`src/rtl/exe_pkg.sv`:
```
// exe_pkg: shared encodings for the execute stage
//   ALUOp codes, R-type funct codes, multiplier FSM states and
//   bit positions of the fields packed into EXE_In.
package exe_pkg;
  localparam logic [1:0] ALU_ADD   = 2'b00;
  localparam logic [1:0] ALU_SUB   = 2'b01;
  localparam logic [1:0] ALU_RTYPE = 2'b10;
  localparam logic [1:0] ALU_MUL   = 2'b11;
  localparam logic [5:0] F_ADD = 6'h20;
  localparam logic [5:0] F_SUB = 6'h22;
  localparam logic [5:0] F_AND = 6'h24;
  localparam logic [5:0] F_OR  = 6'h25;
  localparam logic [5:0] F_SLT = 6'h2A;
  localparam int EXE_REGDST = 3;
  localparam int EXE_ALUSRC = 2;
  localparam int EXE_OP_HI  = 1;
  localparam int EXE_OP_LO  = 0;
  typedef enum logic [1:0] {IDLE, BUSY, DONE} mul_state_t;
endpackage

```
`src/rtl/exe_stage_if.sv`:
```
// exe_stage_if: ID/EXE inputs and EXE/MEM outputs of the execute stage
//   master: pipeline/testbench side, drives ID/EXE fields, sees results and stall
//   slave : exe_stage side
interface exe_stage_if #(parameter int WIDTH = 32, parameter int REG_W = 5);
  logic             validIn;
  logic             flush;
  logic [WIDTH-1:0] signExIn;
  logic [WIDTH-1:0] readData1In;
  logic [WIDTH-1:0] readData2In;
  logic [WIDTH-1:0] PC_In;
  logic [3:0]       EXE_In;
  logic [2:0]       M_In;
  logic [1:0]       WB_In;
  logic [REG_W-1:0] dest1In;
  logic [REG_W-1:0] dest2In;
  logic             stall;
  logic [WIDTH-1:0] aluResOut;
  logic [WIDTH-1:0] writeDataOut;
  logic [WIDTH-1:0] branchTargetOut;
  logic             zeroOut;
  logic [REG_W-1:0] destOut;
  logic [2:0]       M_Out;
  logic [1:0]       WB_Out;
  logic             validOut;
  modport master (
    output validIn, flush, signExIn, readData1In, readData2In, PC_In,
           EXE_In, M_In, WB_In, dest1In, dest2In,
    input  stall, aluResOut, writeDataOut, branchTargetOut, zeroOut,
           destOut, M_Out, WB_Out, validOut
  );
  modport slave (
    input  validIn, flush, signExIn, readData1In, readData2In, PC_In,
           EXE_In, M_In, WB_In, dest1In, dest2In,
    output stall, aluResOut, writeDataOut, branchTargetOut, zeroOut,
           destOut, M_Out, WB_Out, validOut
  );
endinterface

```
`src/rtl/exe_stage_iter_mul.sv`:
```
// iter_mul: iterative shift-add multiplier (low WIDTH bits of a*b)
//   in : clk, rst (async, active-low), start, flush, a, b
//   out: busy (BUSY state), done (DONE state, product valid), product
//   Build option MUL_RADIX4_EN: two multiplier bits per BUSY cycle.
module iter_mul
  import exe_pkg::*;
#(parameter int WIDTH = 32) (
  input  logic             clk,
  input  logic             rst,
  input  logic             start,
  input  logic             flush,
  input  logic [WIDTH-1:0] a,
  input  logic [WIDTH-1:0] b,
  output logic             busy,
  output logic             done,
  output logic [WIDTH-1:0] product
);
`ifdef MUL_RADIX4_EN
  localparam int STEP = 2;
`else
  localparam int STEP = 1;
`endif
  localparam int CW = $clog2(WIDTH);
  localparam logic [CW-1:0] LAST = CW'(WIDTH / STEP - 1);
  mul_state_t state;
  logic [WIDTH-1:0] ma, mb, acc, addend;
  logic [CW-1:0] cnt;
`ifdef MUL_RADIX4_EN
  // 0, A, 2A or 3A selected by the two low multiplier bits
  assign addend = (mb[0] ? ma : '0) + (mb[1] ? (ma << 1) : '0);
`else
  assign addend = mb[0] ? ma : '0;
`endif
  always_ff @(posedge clk or negedge rst)
    if (!rst) begin
      state <= IDLE;
      ma    <= '0;
      mb    <= '0;
      acc   <= '0;
      cnt   <= '0;
    end else if (flush) state <= IDLE;
    else case (state)
      IDLE: if (start) begin
        ma    <= a;
        mb    <= b;
        acc   <= '0;
        cnt   <= '0;
        state <= BUSY;
      end
      BUSY: begin
        acc <= acc + addend;
        ma  <= ma << STEP;
        mb  <= mb >> STEP;
        cnt <= cnt + 1'b1;
        if (cnt == LAST) state <= DONE;
      end
      default: state <= IDLE;
    endcase
  assign busy    = state == BUSY;
  assign done    = state == DONE;
  assign product = acc;
endmodule

```
`src/rtl/exe_stage.sv`:
```
// exe_stage: MIPS execute stage with ALU, dest mux and EXE/MEM register
//   clk, rst (async, active-low), bus (exe_stage_if.slave: ID/EXE fields in,
//   EXE/MEM fields and combinational stall out).
//   MUL runs on iter_mul; build option MUL_RADIX4_EN selects radix-4 stepping.
module exe_stage
  import exe_pkg::*;
#(parameter int WIDTH = 32, parameter int REG_W = 5) (
  input logic        clk,
  input logic        rst,
  exe_stage_if.slave bus
);
  logic [1:0]       op;
  logic [5:0]       funct;
  logic [WIDTH-1:0] a, b, rtype, alu_res, product;
  logic [REG_W-1:0] dest;
  logic             mul_start, busy, done, load;
  assign op    = bus.EXE_In[EXE_OP_HI:EXE_OP_LO];
  assign funct = bus.signExIn[5:0];
  assign a     = bus.readData1In;
  assign b     = bus.EXE_In[EXE_ALUSRC] ? bus.signExIn : bus.readData2In;
  assign dest  = bus.EXE_In[EXE_REGDST] ? bus.dest2In : bus.dest1In;
  always_comb begin
    rtype   = funct == F_ADD ? a + b :
              funct == F_SUB ? a - b :
              funct == F_AND ? a & b :
              funct == F_OR  ? a | b :
              funct == F_SLT ? {{(WIDTH-1){1'b0}}, $signed(a) < $signed(b)} : '0;
    alu_res = op == ALU_ADD ? a + b :
              op == ALU_SUB ? a - b :
              op == ALU_RTYPE ? rtype : product;
  end
  assign mul_start = bus.validIn & (op == ALU_MUL);
  // in DONE the held MUL is not a new request: stall drops so it retires
  assign bus.stall = !bus.flush & (busy | (mul_start & !done));
  assign load      = bus.validIn & !bus.flush & !bus.stall;
  iter_mul #(.WIDTH(WIDTH)) u_mul (
    .clk, .rst, .start(mul_start), .flush(bus.flush),
    .a, .b, .busy, .done, .product
  );
  always_ff @(posedge clk or negedge rst)
    if (!rst) begin
      bus.aluResOut       <= '0;
      bus.writeDataOut    <= '0;
      bus.branchTargetOut <= '0;
      bus.zeroOut         <= 1'b0;
      bus.destOut         <= '0;
      bus.M_Out           <= '0;
      bus.WB_Out          <= '0;
      bus.validOut        <= 1'b0;
    end else begin
      bus.aluResOut       <= load ? alu_res : '0;
      bus.writeDataOut    <= load ? bus.readData2In : '0;
      bus.branchTargetOut <= load ? bus.PC_In + (bus.signExIn << 2) : '0;
      bus.zeroOut         <= load & (alu_res == '0);
      bus.destOut         <= load ? dest : '0;
      bus.M_Out           <= load ? bus.M_In : '0;
      bus.WB_Out          <= load ? bus.WB_In : '0;
      bus.validOut        <= load;
    end
endmodule

```
`src/flat_wrapper.sv`:
```
// flat-port wrapper written by rule: the top's interface ports become plain ports
module exe_stage_flat import exe_pkg::*;
#(parameter int WIDTH = 32, parameter int REG_W = 5)
  (clk, rst, bus_validIn, bus_flush, bus_signExIn, bus_readData1In, bus_readData2In, bus_PC_In, bus_EXE_In, bus_M_In, bus_WB_In, bus_dest1In, bus_dest2In, bus_stall, bus_aluResOut, bus_writeDataOut, bus_branchTargetOut, bus_zeroOut, bus_destOut, bus_M_Out, bus_WB_Out, bus_validOut);
  exe_stage_if #(.WIDTH(WIDTH), .REG_W(REG_W)) bus_i ();
  input logic clk;
  input logic rst;
  input wire logic [$bits(bus_i.validIn)-1:0] bus_validIn;
  input wire logic [$bits(bus_i.flush)-1:0] bus_flush;
  input wire logic [$bits(bus_i.signExIn)-1:0] bus_signExIn;
  input wire logic [$bits(bus_i.readData1In)-1:0] bus_readData1In;
  input wire logic [$bits(bus_i.readData2In)-1:0] bus_readData2In;
  input wire logic [$bits(bus_i.PC_In)-1:0] bus_PC_In;
  input wire logic [$bits(bus_i.EXE_In)-1:0] bus_EXE_In;
  input wire logic [$bits(bus_i.M_In)-1:0] bus_M_In;
  input wire logic [$bits(bus_i.WB_In)-1:0] bus_WB_In;
  input wire logic [$bits(bus_i.dest1In)-1:0] bus_dest1In;
  input wire logic [$bits(bus_i.dest2In)-1:0] bus_dest2In;
  output wire logic [$bits(bus_i.stall)-1:0] bus_stall;
  output wire logic [$bits(bus_i.aluResOut)-1:0] bus_aluResOut;
  output wire logic [$bits(bus_i.writeDataOut)-1:0] bus_writeDataOut;
  output wire logic [$bits(bus_i.branchTargetOut)-1:0] bus_branchTargetOut;
  output wire logic [$bits(bus_i.zeroOut)-1:0] bus_zeroOut;
  output wire logic [$bits(bus_i.destOut)-1:0] bus_destOut;
  output wire logic [$bits(bus_i.M_Out)-1:0] bus_M_Out;
  output wire logic [$bits(bus_i.WB_Out)-1:0] bus_WB_Out;
  output wire logic [$bits(bus_i.validOut)-1:0] bus_validOut;
  assign bus_i.validIn = bus_validIn;
  assign bus_i.flush = bus_flush;
  assign bus_i.signExIn = bus_signExIn;
  assign bus_i.readData1In = bus_readData1In;
  assign bus_i.readData2In = bus_readData2In;
  assign bus_i.PC_In = bus_PC_In;
  assign bus_i.EXE_In = bus_EXE_In;
  assign bus_i.M_In = bus_M_In;
  assign bus_i.WB_In = bus_WB_In;
  assign bus_i.dest1In = bus_dest1In;
  assign bus_i.dest2In = bus_dest2In;
  assign bus_stall = bus_i.stall;
  assign bus_aluResOut = bus_i.aluResOut;
  assign bus_writeDataOut = bus_i.writeDataOut;
  assign bus_branchTargetOut = bus_i.branchTargetOut;
  assign bus_zeroOut = bus_i.zeroOut;
  assign bus_destOut = bus_i.destOut;
  assign bus_M_Out = bus_i.M_Out;
  assign bus_WB_Out = bus_i.WB_Out;
  assign bus_validOut = bus_i.validOut;
  exe_stage #(.WIDTH(WIDTH), .REG_W(REG_W)) u_core (.clk(clk), .rst(rst), .bus(bus_i));
endmodule
```
`config.mk`:
```
export PLATFORM = sky130hd
export DESIGN_NAME = exe_stage_flat
export DESIGN_NICKNAME = d
export VERILOG_FILES = /design/src/rtl/exe_pkg.sv /design/src/rtl/exe_stage_if.sv /design/src/rtl/exe_stage_iter_mul.sv /design/src/rtl/exe_stage.sv /design/src/flat_wrapper.sv
export SDC_FILE = /design/constraint.sdc
export NUM_CORES = 1
export LEC_CHECK = 0
export CORE_ASPECT_RATIO = 0.6
export CORE_MARGIN = 4
export CORE_UTILIZATION = 40
export CTS_BUF_LIST = sky130_fd_sc_hd__clkbuf_4 sky130_fd_sc_hd__clkbuf_8
export DETAILED_ROUTE_END_ITERATION = 16
export PLACE_DENSITY = 0.64
export REMOVE_ABC_BUFFERS = 1
export SYNTH_ARGS = -nofsm -noshare
export SYNTH_HDL_FRONTEND = slang
export SYNTH_HIERARCHICAL = 1
export SYNTH_SLANG_ARGS = --single-unit
export TNS_END_PERCENT = 100
```
`constraint.sdc`:
```
create_clock -name clk -period 5.3 [get_ports clk]
set_input_delay 0.795 -clock clk [delete_from_list [all_inputs] [get_ports clk]]
set_output_delay 0.795 -clock clk [all_outputs]
set_load 0.05 [all_outputs]
```
==> summary.txt <==
Status -> finished clean
DPL Wire Length -> 52,000 um
Crit start category -> input port
Slew Limit Fails -> 0
DR WL/cell -> 23.1 um
Area Overhead vs Synth -> 25.0%
EDFF count, synth -> 0
Tightest Pin Transition -> 1200 ps
VDD IR-drop max -> 0.171 mV
Crit-path max FO -> 19
Core area -> 0.0422 mm2
Post-route cell area -> 0.0216 mm2
Crit Reg-Reg Endpoint -> u_core/u_mul/product[26]
Post-Route WL -> 67,300 um
Die footprint -> 0.0466 mm2
Clock Latency Late Sink -> 560 ps
Syn Inst Count -> 2,044
First-pass GRT wire length -> 103,000 um
Fmax -> 0.209 GHz
Iter 0 DRT Violations -> 1,815
Fill count -> 4,118
Lkg Pwr -> 10.1 nW
Layout Skew -> 19.3 ps
Die height -> 169 um
FP Rows -> 58
Hold Slack -> 157 ps
Setup violations, final -> 0
DRC -> 0
Avg Vias per Cell -> 5.78
Worst hold path type -> in2async
Die span in x -> 276 um
Reg2Reg Setup Slack -> 920 ps
Clock root buffer -> clkbuf_8
Clock sink total -> 211
Crit end category -> flip-flop
#FFs+latches synth -> 211
Final ANT Viol Nets -> 0
Max Cap Viol -> 0
Fin crit share -> 0.903
Nets -> 2,635
Worst reg2reg path depth -> 12
Initial antenna violation count -> 1
Worst-path clk slew -> 70 ps
Drt first pass iters -> 8
Cell Area, Placed -> 0.0208 mm2
Cts hold-fix bufs -> 0
Num ports -> 260
WP data required -> 5780 ps
Port bufs -> 259
GP Congestion -> 1.00
Arr. time, crit path -> 5260 ps
Ys Warns -> 6
Seq/Total Area, Yosys -> 0.306
Layout cells sized above 1 -> 0.0861
Sum of negative setup slack -> 0 ps
Number of global-route vias before repair -> 16,639
Via Count -> 16,869
Slew headroom -> 0.196
Register area -> 0.00528 mm2
Final Critical Period -> 4790 ps
Total Routing Usage GR -> 0.282
Area of the multi-input gates -> 0.0109 mm2
Reg-to-Reg Start -> u_core/u_mul/mb[0]
Async SR Flop Fraction -> 1.00
CTS buffer count -> 36
RSZ-0062 raised after global routing -> false
CTS max path bufs -> 3
Cell Area, Synth -> 0.0173 mm2
Synth Flop Type -> dfrtp_1
Total gr overflow -> 0
CTS tree -> yes
Htree depth -> 2
Critical path class -> in2reg
Synthesized area per cell -> 8.44 um2
Hold Vio Cnt, Final -> 0
Pin count of the biggest net entering global routing -> 138
Pwr dens -> 277 mW/mm2
Postcts setup bufs -> 0
Synth unique cells -> 96
Initial Util -> 0.409
CTS resizes -> 0
## worst max path at each step
| stage | startpoint | endpoint | slack [ps] | depth (start not counted) |
|---|---|---|---|---|
| 2_1_floorplan | bus_EXE_In[0] | u_core/u_mul/cnt[3] | -3080 | 4 |
| 3_3_place_gp | bus_signExIn[6] | u_core/bus.zeroOut | -20 | 15 |
| 3_5_place_dp | bus_signExIn[0] | u_core/bus.zeroOut | 6 | 17 |
| 4_1_cts | bus_signExIn[0] | u_core/bus.zeroOut | 610 | 17 |
| 5_1_grt | bus_signExIn[0] | u_core/bus.zeroOut | 240 | 17 |
| 6_report | bus_EXE_In[2] | u_core/bus.zeroOut | 510 | 18 |
## flip-flops by register name (all words and copies together) (netlist names)
| signal | count |
|---|---|
| u_core/u_mul/cnt | 5 |
| u_core/bus.destOut | 5 |
| u_core/u_mul/mb | 32 |
| u_core/bus.validOut | 1 |
| u_core/u_mul/state | 2 |
| u_core/bus.aluResOut | 32 |
| u_core/bus.M_Out | 3 |
| u_core/bus.branchTargetOut | 32 |
| u_core/bus.zeroOut | 1 |
| u_core/u_mul/ma | 32 |
| u_core/bus.writeDataOut | 32 |
| u_core/bus.WB_Out | 2 |
| u_core/u_mul/product | 32 |
## per-stage QoR
stage | util | worst slack (ps) | instances | power, mW
global route | 0.511 | 242 | 2915 | 6.33
finish | 0.511 | 513 | 2916 | 5.98
CTS | 0.511 | 611 | 2915 | 5.99
floorplan | - | -3080 | 1929 | 3.41
global placement | 0.492 | -17.4 | 2854 | 4.26
detailed placement | 0.492 | 5.78 | 2854 | 4.29
## power breakdown
part | internal, mW | total (mW) | switching, mW
Sequential | 1.84 | 2.05 | 0.208
Combinational | 0.906 | 2.27 | 1.37
Clock | 0.936 | 1.66 | 0.729
## cell usage in the layout, fill, tap and decap left out, drive strengths merged, types with 12 or more instances in the layout
cell           instances
o21a                  16
o21ai                172
nand4                 13
and2                  92
xor2                  39
nor4                  12
or3                   15
nor2                 162
clkbuf                56
buf                   99
a211oi                24
clkdlybuf4s50        256
nor2b                 27
nand2                177
a222oi                28
dfrtp                211
nand3                 23
a21oi                136
o31ai                 13
xnor2                 50
and3                  17
ha                   158
a31oi                 28
nor3                  32
inv                  144
a21o                  46
o211ai                17
mux2i                 85
a2111oi               16
o21bai                13
nand2b                23
## layout make-up
class	instances	area share
Antenna cell	1	0.000116
Sequential cell	211	0.245
Clock inverter	5	0.00348
Tap cell	570	0.0331
Inverter	144	0.0251
Multi-Input combinational cell	1574	0.506
Timing Repair Buffer	355	0.155
Clock buffer	56	0.0325
## kinds of logic after synthesis
kind of cell | Yosys count | share of synthesized area
simple gates | 624 | 0.178
compound gates | 612 | 0.237
buf+inv | 259 | 0.0634
flops | 211 | 0.306
fa+ha+maj | 162 | 0.119
xor+xnor | 89 | 0.0452
mux | 87 | 0.0506
## synth_stat cells, types with 5 or more instances
library cell	instances	area share
buf_6	9	0.0059
o21bai_1	13	0.0057
mux2i_1	85	0.049
clkbuf_1	67	0.015
o21ai_0	168	0.049
a221o_1	7	0.0041
a211o_1	5	0.0025
and2_1	92	0.033
o211ai_1	17	0.0074
nand2b_1	23	0.0083
inv_1	141	0.031
a31oi_1	28	0.010
a22o_1	8	0.0041
a2111oi_0	12	0.0061
nor2b_1	27	0.0098
a211oi_1	21	0.0091
nor3_1	32	0.0093
buf_1	17	0.0037
or3_1	14	0.0051
buf_4	5	0.0022
o221ai_1	8	0.0041
a21o_1	46	0.020
buf_2	15	0.0044
o41ai_1	6	0.0030
nand3_1	23	0.0067
nand4_1	13	0.0047
o22ai_1	9	0.0033
o31ai_1	13	0.0057
a222oi_1	28	0.016
xor2_1	39	0.020
a221oi_1	7	0.0036
nor4_1	11	0.0040
a21oi_1	134	0.039
nand2_1	176	0.038
ha_1	158	0.11
nor2_1	162	0.035
dfrtp_1	211	0.31
and3_1	16	0.0058
o21a_1	15	0.0065
xnor2_1	50	0.025
## routing by layer
metal  wire (um)  track usage  vias up
li1            -            -     7871
met4        1760       0.0690        2
met1       32500        0.424     8154
met2       27200        0.408      736
met3        5940       0.0620      106
met5           7            0        -
## worst max-delay path, stage by stage
cell,delay [ps]
buf_2,110
buf_12,180
mux2i_1,300
inv_1,120
ha_1,260
fa_1,440
a21o_1,220
a22o_1,240
o21a_4,270
a211oi_2,240
nor2_1,150
and3_1,170
a2111oi_0,430
o211ai_1,220
or2b_1,310
nor4_1,360
nand4_1,170
nor4_2,230
No activity file was read; power rests on OpenSTA's default activity.
